### src/rtl/mul_div_unit_if.sv
// mul_div_unit_if: execute-stage request/response bundle between the pipeline and the multiply/divide unit
// Signals:
//   flushE, start, op[2:0], a[31:0], b[31:0]  pipeline -> unit (master drives)
//   stall_o, we_o[1:0], hi_o[31:0], lo_o[31:0] unit -> pipeline/HI-LO file (slave drives)
interface mul_div_unit_if;
   logic        flushE;
   logic        start;
   logic [2:0]  op;
   logic [31:0] a;
   logic [31:0] b;
   logic        stall_o;
   logic [1:0]  we_o;
   logic [31:0] hi_o;
   logic [31:0] lo_o;
   modport master (output flushE, start, op, a, b, input stall_o, we_o, hi_o, lo_o);
   modport slave (input flushE, start, op, a, b, output stall_o, we_o, hi_o, lo_o);
endinterface

### src/rtl/mul_div_unit.sv
// mul_div_unit: MIPS execute-stage multiply/divide unit feeding the HI/LO register file
// Ports:
//   clk            core clock, rising edge
//   rst            synchronous active-high reset
//   bus (slave)    flushE/start/op/a/b in; stall_o, we_o ([1]=HI,[0]=LO), hi_o, lo_o out
// MULT/MULTU and MTHI/MTLO complete in the start cycle; DIV/DIVU use a 32-step
// restoring divider and stall the pipeline for 33 cycles.
// Optional: define MDU_MUL_2CYCLE_EN to register the product and deliver it one cycle later.
module mul_div_unit #(
   parameter int DIV_ITERS = 32
) (
   input logic           clk,
   input logic           rst,
   mul_div_unit_if.slave bus
);
   localparam logic [2:0] OP_MULT = 3'd1, OP_MULTU = 3'd2, OP_DIV = 3'd3, OP_DIVU = 3'd4,
                          OP_MTHI = 3'd5, OP_MTLO = 3'd6;
`ifdef MDU_MUL_2CYCLE_EN
   typedef enum logic [1:0] {IDLE, DIV_BUSY, DONE, MUL_WAIT} state_t;
`else
   typedef enum logic [1:0] {IDLE, DIV_BUSY, DONE} state_t;
`endif
   state_t      state;
   logic [4:0]  cnt;
   logic [31:0] rem, quo, dvs;
   logic        sa, sb, sgn;
   logic        is_mul, is_div, sop;
   logic [63:0] xa, xb, prod;
   logic [31:0] ua, ub, qn, rn;
   logic [32:0] r33, trial;
   assign is_mul = bus.op == OP_MULT || bus.op == OP_MULTU;
   assign is_div = bus.op == OP_DIV || bus.op == OP_DIVU;
   assign sop    = bus.op == OP_MULT || bus.op == OP_DIV;
   // Low 64 bits of the extended product equal the signed or unsigned 32x32 product
   assign xa   = sop ? {{32{bus.a[31]}}, bus.a} : {32'b0, bus.a};
   assign xb   = sop ? {{32{bus.b[31]}}, bus.b} : {32'b0, bus.b};
   assign prod = xa * xb;
   assign ua   = (sop && bus.a[31]) ? -bus.a : bus.a;
   assign ub   = (sop && bus.b[31]) ? -bus.b : bus.b;
   // quo starts as the dividend; its MSB shifts into rem while quotient bits enter at the LSB
   assign r33   = {rem, quo[31]};
   assign trial = r33 - {1'b0, dvs};
   // Divide by zero keeps the all-ones quotient; the remainder correction restores the raw dividend
   assign qn = (sgn && (sa ^ sb) && dvs != 32'd0) ? -quo : quo;
   assign rn = (sgn && sa) ? -rem : rem;
   always_ff @(posedge clk) begin
      if (rst) begin
         state <= IDLE;
         cnt   <= '0;
         rem   <= '0;
         quo   <= '0;
         dvs   <= '0;
         sa    <= 1'b0;
         sb    <= 1'b0;
         sgn   <= 1'b0;
      end else if (bus.flushE) begin
         state <= IDLE;
         cnt   <= '0;
      end else begin
         case (state)
            IDLE: begin
               if (bus.start && is_div) begin
                  rem   <= '0;
                  quo   <= ua;
                  dvs   <= ub;
                  sa    <= bus.a[31];
                  sb    <= bus.b[31];
                  sgn   <= sop;
                  cnt   <= '0;
                  state <= DIV_BUSY;
               end
`ifdef MDU_MUL_2CYCLE_EN
               else if (bus.start && is_mul) begin
                  {rem, quo} <= prod;
                  state      <= MUL_WAIT;
               end
`endif
            end
            DIV_BUSY: begin
               rem <= trial[32] ? r33[31:0] : trial[31:0];
               quo <= {quo[30:0], ~trial[32]};
               cnt <= cnt + 5'd1;
               if (cnt == 5'(DIV_ITERS - 1)) state <= DONE;
            end
            default: state <= IDLE;
         endcase
      end
   end
   always_comb begin
      bus.stall_o = 1'b0;
      bus.we_o    = 2'b00;
      bus.hi_o    = '0;
      bus.lo_o    = '0;
      if (!bus.flushE) begin
         case (state)
            IDLE: begin
               if (bus.start) begin
`ifdef MDU_MUL_2CYCLE_EN
                  bus.stall_o = is_div || is_mul;
`else
                  bus.stall_o = is_div;
                  if (is_mul) begin
                     bus.we_o = 2'b11;
                     {bus.hi_o, bus.lo_o} = prod;
                  end
`endif
                  if (bus.op == OP_MTHI) begin
                     bus.we_o = 2'b10;
                     bus.hi_o = bus.a;
                  end
                  if (bus.op == OP_MTLO) begin
                     bus.we_o = 2'b01;
                     bus.lo_o = bus.a;
                  end
               end
            end
            DIV_BUSY: bus.stall_o = 1'b1;
            DONE: begin
               bus.we_o = 2'b11;
               bus.hi_o = sgn ? rn : rem;
               bus.lo_o = sgn ? qn : quo;
            end
`ifdef MDU_MUL_2CYCLE_EN
            MUL_WAIT: begin
               bus.we_o = 2'b11;
               bus.hi_o = rem;
               bus.lo_o = quo;
            end
`endif
            default: bus.stall_o = 1'b0;
         endcase
      end
   end
endmodule

### src/flat_wrapper.sv
// flat-port wrapper written by rule: the top's interface ports become plain ports
module mul_div_unit_flat 
#(
   parameter int DIV_ITERS = 32
)
  (clk, rst, bus_flushE, bus_start, bus_op, bus_a, bus_b, bus_stall_o, bus_we_o, bus_hi_o, bus_lo_o);
  mul_div_unit_if bus_i ();
  input logic clk;
  input logic rst;
  input wire logic [$bits(bus_i.flushE)-1:0] bus_flushE;
  input wire logic [$bits(bus_i.start)-1:0] bus_start;
  input wire logic [$bits(bus_i.op)-1:0] bus_op;
  input wire logic [$bits(bus_i.a)-1:0] bus_a;
  input wire logic [$bits(bus_i.b)-1:0] bus_b;
  output wire logic [$bits(bus_i.stall_o)-1:0] bus_stall_o;
  output wire logic [$bits(bus_i.we_o)-1:0] bus_we_o;
  output wire logic [$bits(bus_i.hi_o)-1:0] bus_hi_o;
  output wire logic [$bits(bus_i.lo_o)-1:0] bus_lo_o;
  assign bus_i.flushE = bus_flushE;
  assign bus_i.start = bus_start;
  assign bus_i.op = bus_op;
  assign bus_i.a = bus_a;
  assign bus_i.b = bus_b;
  assign bus_stall_o = bus_i.stall_o;
  assign bus_we_o = bus_i.we_o;
  assign bus_hi_o = bus_i.hi_o;
  assign bus_lo_o = bus_i.lo_o;
  mul_div_unit #(.DIV_ITERS(DIV_ITERS)) u_core (.clk(clk), .rst(rst), .bus(bus_i));
endmodule
### config.mk
export PLATFORM = sky130hd
export DESIGN_NAME = mul_div_unit_flat
export DESIGN_NICKNAME = d
export VERILOG_FILES = /design/src/rtl/mul_div_unit_if.sv /design/src/rtl/mul_div_unit.sv /design/src/flat_wrapper.sv
export SDC_FILE = /design/constraint.sdc
export NUM_CORES = 2
export LEC_CHECK = 0
export ABC_AREA = 1
export BUFFER_PORTS_ARGS = -buffer_cell sky130_fd_sc_hd__buf_4
export CAP_MARGIN = 15
export CORE_UTILIZATION = 40
export DETAILED_ROUTE_END_ITERATION = 10
export GPL_TIMING_DRIVEN = 0
export PLACE_DENSITY = 0.6
export SYNTH_ARGS = -nofsm -noshare
export SYNTH_HDL_FRONTEND = slang
export SYNTH_SLANG_ARGS = --single-unit
### constraint.sdc
create_clock -name clk -period 10.06 [get_ports clk]
set_input_delay 0 -clock clk [delete_from_list [all_inputs] [get_ports clk]]
set_output_delay 0 -clock clk [all_outputs]
set_load 0.03 [all_outputs]
Word level (Yosys, flattened, before mapping)
Cells that the tools add are included.
- bitwise gates (word level): 3
- equality and inequality tests: 11
- magnitude comparators: 0
- shift-type cells: 0
- multiply operators: 1
- divide/modulo/power cells: 0
- reduce and logical (&&, ||, !) cells: 17
- mux-type cells: 37
- $add $sub $neg: 6
- operator list (kind ; number):
    two-way mux 32 bit ; 17
    one-hot mux 32 bit (2 select lines) ; 4
    two-way mux 64 bit ; 2
    negator 32 bit ; 4
    multiplier 64 x 64 -> 64 bit ; 1
    subtractor 33 x 32 -> 33 bit ; 1
    nonzero test 32 bit ; 1
    two-way mux 2 bit ; 7
    one-hot mux 5 bit (2 select lines) ; 1
    equality test 3 bit, second input constant ; 3
    one-hot mux 2 bit (2 select lines) ; 2
    equality test 3 x 2 -> 1 bit, second input constant ; 2
    logical AND 1 bit ; 6
    AND reduction 3 bit ; 2
    adder 5 x 1 -> 5 bit, second input constant ; 1
    equality test 5 bit, second input constant ; 1
    two-way mux 5 bit ; 1
    inequality test 2 x 1 -> 1 bit, second input constant ; 2
    AND reduction 2 bit ; 2
    equality test 3 x 1 -> 1 bit, second input constant ; 1
    logical OR 1 bit ; 3
    equality test 2 x 1 -> 1 bit, second input constant ; 1
    equality test 2 bit, second input constant ; 1
    logical NOT 2 bit ; 1
    other kinds (6) ; 8
- input port bits: 71
- word-level logic and storage cells: 83
- output and inout port bits: 67
- memories: 0
- memory bits (read-only): 0
- register bits after elaboration: 106
- bits in writable memories: 0
- latch bits: 0

Logic depth before layout (Yosys ltp)
- word-level depth: 9
- mapped depth: 45
- gate-level depth less buffers: 44

Worst setup path after synthesis
No wires, ideal clock.
- kind: input -> output
- from: in bus_op[0]
- to: out bus_hi_o[31]
- arrival: 9076 ps
- stages on the path: 37
- path slack: 984 ps
- cell sequence: inv_2 nor2_2 inv_2 buf_2 clkbuf_1 clkbuf_1 nor2_1 fa_1 inv_1 fa_1 inv_1 fa_1 inv_1 fa_1 inv_1 fa_1 fa_1 fa_1 inv_1 fa_1 inv_1 fa_1 inv_1 fa_1 inv_1 ha_1 a21oi_1 nor3_1 nor4_1 nand2_1 a21oi_1 nand2_1 nand3_1 nand3_1 nand2_1 nand2_1 a21oi_1
- cells in the longest elaborated chain, start to end: 9
- elaborated cells between the ends (all ways): 14
- ends and longest elaborated chain (what ; line ; text):
    from (decl) ; flat_wrapper.sv:12 ; input wire logic [$bits(bus_i.op)-1:0] bus_op;
    equality test 3 x 1 -> 1 bit / equality test 3 x 2 -> 1 bit (equally long branches) ; mul_div_unit.sv:31, mul_div_unit.sv:33 ;
    logical OR 1 bit ; mul_div_unit.sv:33 ; assign sop = bus.op == OP_MULT || bus.op == OP_DIV;
    two-way mux 64 bit (on tied branches) ; mul_div_unit.sv:35, mul_div_unit.sv:36 ;
    multiplier 64 x 64 -> 64 bit ; mul_div_unit.sv:37 ; assign prod = xa * xb;
    two-way mux 32 bit ; mul_div_unit.sv:102 ; if (is_mul) begin
    two-way mux 32 bit * ; mul_div_unit.sv:107 ; if (bus.op == OP_MTHI) begin
    two-way mux 32 bit * ; mul_div_unit.sv:97 ; if (bus.start) begin
    one-hot mux 32 bit (2 select lines) * ; mul_div_unit.sv:95 ; case (state)
    two-way mux 32 bit * ; mul_div_unit.sv:94 ; if (!bus.flushE) begin
    to (decl) ; flat_wrapper.sv:17 ; output wire logic [$bits(bus_i.hi_o)-1:0] bus_hi_o;
Every way passes the cells marked *; elsewhere a longest branch is shown, timed or not.

Worst setup path after layout
- from: in bus_op[2]
- to: out bus_hi_o[18]
Same word-level chain as after synthesis.

==> metrics.md <==
| Metric | Value |
|---|---|
| Outcome | `completed` |
| WP data arrival | `between 9000 and 10000 ps` |
| CTS root buf | `clkbuf_16` |
| Bufs on Longest Clock Path | `2` |
| Post-synthesis cell count | `~8000` |
| Max_slew headroom | `between 10% and 20%` |
| DRC | `0` |
| Routed Antenna Nets | `0` |
| Avg Vias per Cell | `about 5.3` |
| Max-cap violations | `0` |
| Clk slew on worst S/H paths | `100 ps` |
| Total number of vias | `53700` |
| Fmax | `~100 MHz` |
| Critical Path Most Common Cell | `fa_1` |
| Critical Path Source Type | `input port` |
| Final cycle utilization of the critical path | `between 90% and 100%` |
| Post-synth top area cell | `fa_1` |
| Hold_buf cts | `0` |
| Area Overhead vs Synth | `7.56%` |
| Vias in the first global route | `between 50000 and 60000` |
| Sequential area share after synthesis | `under 10%` |
| GP Congestion | `approximately 1.1` |
| Die ar. | `roughly 150000 um2` |
| Distinct cells, synth | `around 60` |
| Ys flop type | `dfxtp_1` |
| Most common cell in the netlist | `inv_1` |
| Mapped Area | `60800 um2` |
| Starting DRC count in detailed routing | `around 6000` |
| Final min period | `approximately 10000 ps` |
| Worst Path Required | `roughly 10000 ps` |
| Synthesized Nets | `approximately 9800` |
| Crit Path Category | `input port to output pin` |
| DP HPWL | `between 200000 and 250000 um` |
| Design area | `between 60000 and 70000 um2` |
| Synth top area share | `~47%` |
| FP Rows | `142` |
| Unrepaired setup endpoints after global routing | `yes` |
| Slew Limit Fails | `0` |
| Synth top area cells | `fa_1 47%, inv_1 15%, nand2_1 11%` |
| Worst Setup End Kind | `output pin` |
| PortBufs | `85` |
| Fill cells | `about 16000` |
| Chip width | `about 390 um` |
| YS warnings | `0` |
| Slowest stage delay, CP | `between 500 and 600 ps` |
| Initial antenna violation count | `16` |
| Final WL | `roughly 260000 um` |
| Worst-Margin Slew | `1260 ps` |
| Largest net degree at the start of global routing | `27` |
| Critical path peak fanout | `10` |
| First-pass GRT wire length | `between 300000 and 400000 um` |
| Total I/O pin count | `138` |
| Initial DRT Pass Iterations | `6` |
| Post-synth top cells | `2425 x inv_1, 1723 x nand2_1, 1424 x fa_1, 378 x a21oi_1, 363 x nor2_1` |
| Sink Count | `between 100 and 150` |
| GR Overflow Total | `0` |
| Final nets | `between 9000 and 10000` |
| Die height | `a little under 400 um` |
| Number of enable flip-flop cells after synthesis | `0` |
| Core ar. | `approximately 150000 um2` |
| Total GRT Usage | `between 30% and 40%` |
| Syn_area_per_cell | `7.60 um2` |
| Starting density of the core | `40.4%` |
| Cell Area, Placed | `between 60000 and 70000 um2` |
| #FFs+latches synth | `approximately 110` |
| Final setup vio count | `0` |
| Hold crit path type | `input port to register` |
| Final setup skew | `about 26 ps` |
| TritonCTS clock tree | `yes` |
| WL per Instance | `around 26 um` |
| Asr flop ratio synth | `0%` |
| Share of layout cells above drive strength 1 | `just over 5%` |
| CTS H-tree lvls | `3` |
| TritonCTS Buffers | `9` |
| Final Hold Viols | `0` |
| Slowest CP cell | `fa_1` |
| Worst skew pair latency | `410 ps` |
==> stage by stage <==
| step | util (%) | TNS (ps) | hold slack [ps] | instances | setup slack [ps] |
|---|---|---|---|---|---|
| after floorplan | - | 0 | 335 | 7994 | 984 |
| after global placement | 42.5 | -48940 | 453 | 10100 | -2870 |
| after detailed placement | 42.9 | -34270 | 457 | 10100 | -2390 |
| after CTS | 43.2 | 0 | 51.8 | 10100 | 0.707 |
| after global routing | 43.5 | -194 | 121 | 10200 | -64.8 |
| final | 43.5 | 0 | 63.9 | 10200 | 70.9 |
==> final cells by class <==
class | count | area [um2] | share of cell area, %
multi-input combinational | 5084 | 48200 | 73.7
inverter | 2450 | 9210 | 14.1
tap | 2016 | 2520 | 3.86
sequential | 106 | 2120 | 3.25
buffer | 336 | 1570 | 2.41
timing repair buffer | 143 | 1400 | 2.14
clock buffer | 9 | 225 | 0.345
clock inverter | 7 | 91.3 | 0.140
antenna | 13 | 32.5 | 0.0498
==> repair_timing <==
item / 4_1_cts / 5_1_grt
resized for setup: 76 / 127
setup endpoints to repair: 25 / 18
hold endpoints to repair: 0 / 0
pin swaps: 4 / 6
buffers inserted: 7 / 18
==> final timing paths <==
kind                                     from                          end  slack, ps  depth (start not counted)
setup / recovery                    bus_op[2]                 bus_hi_o[18]         70                         35
hold / removal                      bus_b[16]  u_core.dvs[16]$_SDFFE_PP0P_         60                          4
setup reg to reg  u_core.quo[31]$_SDFFE_PP0P_  u_core.rem[27]$_SDFFE_PP0P_       6870                         18
hold reg to reg    u_core.cnt[4]$_SDFFE_PP0P_   u_core.cnt[4]$_SDFFE_PP0P_        470                          2
==> layout by cell type, fill, tap and decap left out, types with 14 or more instances in the layout <==
cell	Yosys	layout
nand4_1	34	34
inv_1	2425	2421
clkbuf_1	230	164
a21oi_1	378	375
nand2_2	12	15
dfxtp_1	106	106
clkbuf_2	1	56
inv_2	24	23
a21o_1	22	22
buf_8	0	28
o21ai_1	29	33
fa_1	1424	1410
nand2_1	1723	1720
buf_1	89	57
buf_4	6	117
nor2_2	17	23
o21bai_1	21	21
xor2_1	61	61
o21ai_0	210	205
nor2_1	363	356
o211ai_1	85	85
buf_2	24	27
nor3_1	39	39
or2_2	17	17
ha_1	342	340
fa_2	0	14
xnor2_1	32	32
nand3_1	147	146
==> logic make-up (layout without fill, tap and decap cells) <==
family | count (synthesis) | after routing | share of synthesized area (%)
compound gates | 817 | 817 | 7.64
flops | 106 | 106 | 3.49
other cells | 0 | 13 | 0
fa+ha+maj | 1766 | 1766 | 54.0
buf+inv | 2804 | 2945 | 17.5
xor+xnor | 93 | 93 | 1.34
simple gates | 2408 | 2408 | 16.1
==> critical path: cells and delay by family <==
| kind | cells | cell delay, ps |
|---|---|---|
| AOI/OAI and AO/OA | 8 | 2380 |
| adders and majority gates | 10 | 4830 |
| buffers and inverters | 10 | 1500 |
| and+or+nand+nor | 7 | 1250 |
==> per-layer routing <==
metal  wire [um]  vias to the layer above  GRT usage, %  part of all wire [%]
li1            -                    23200             -                     -
met1      102000                    26900          45.4                    39
met2      115000                     2881          53.7                    44
met3       27700                      629          8.33                    11
met4       18000                       12          18.9                   6.8
met5         188                        -         0.606                 0.071
==> state kept, by name, indices dropped and copies added (netlist names) <==
signal,cells
u_core.quo,32
u_core.rem,32
u_core.sgn,1
u_core.sa,1
u_core.state,2
u_core.cnt,5
u_core.dvs,32
u_core.sb,1
Power is left out: the tool's default activity adds up to more than one toggle a clock period on the data nets, which glitch-free logic cannot reach.
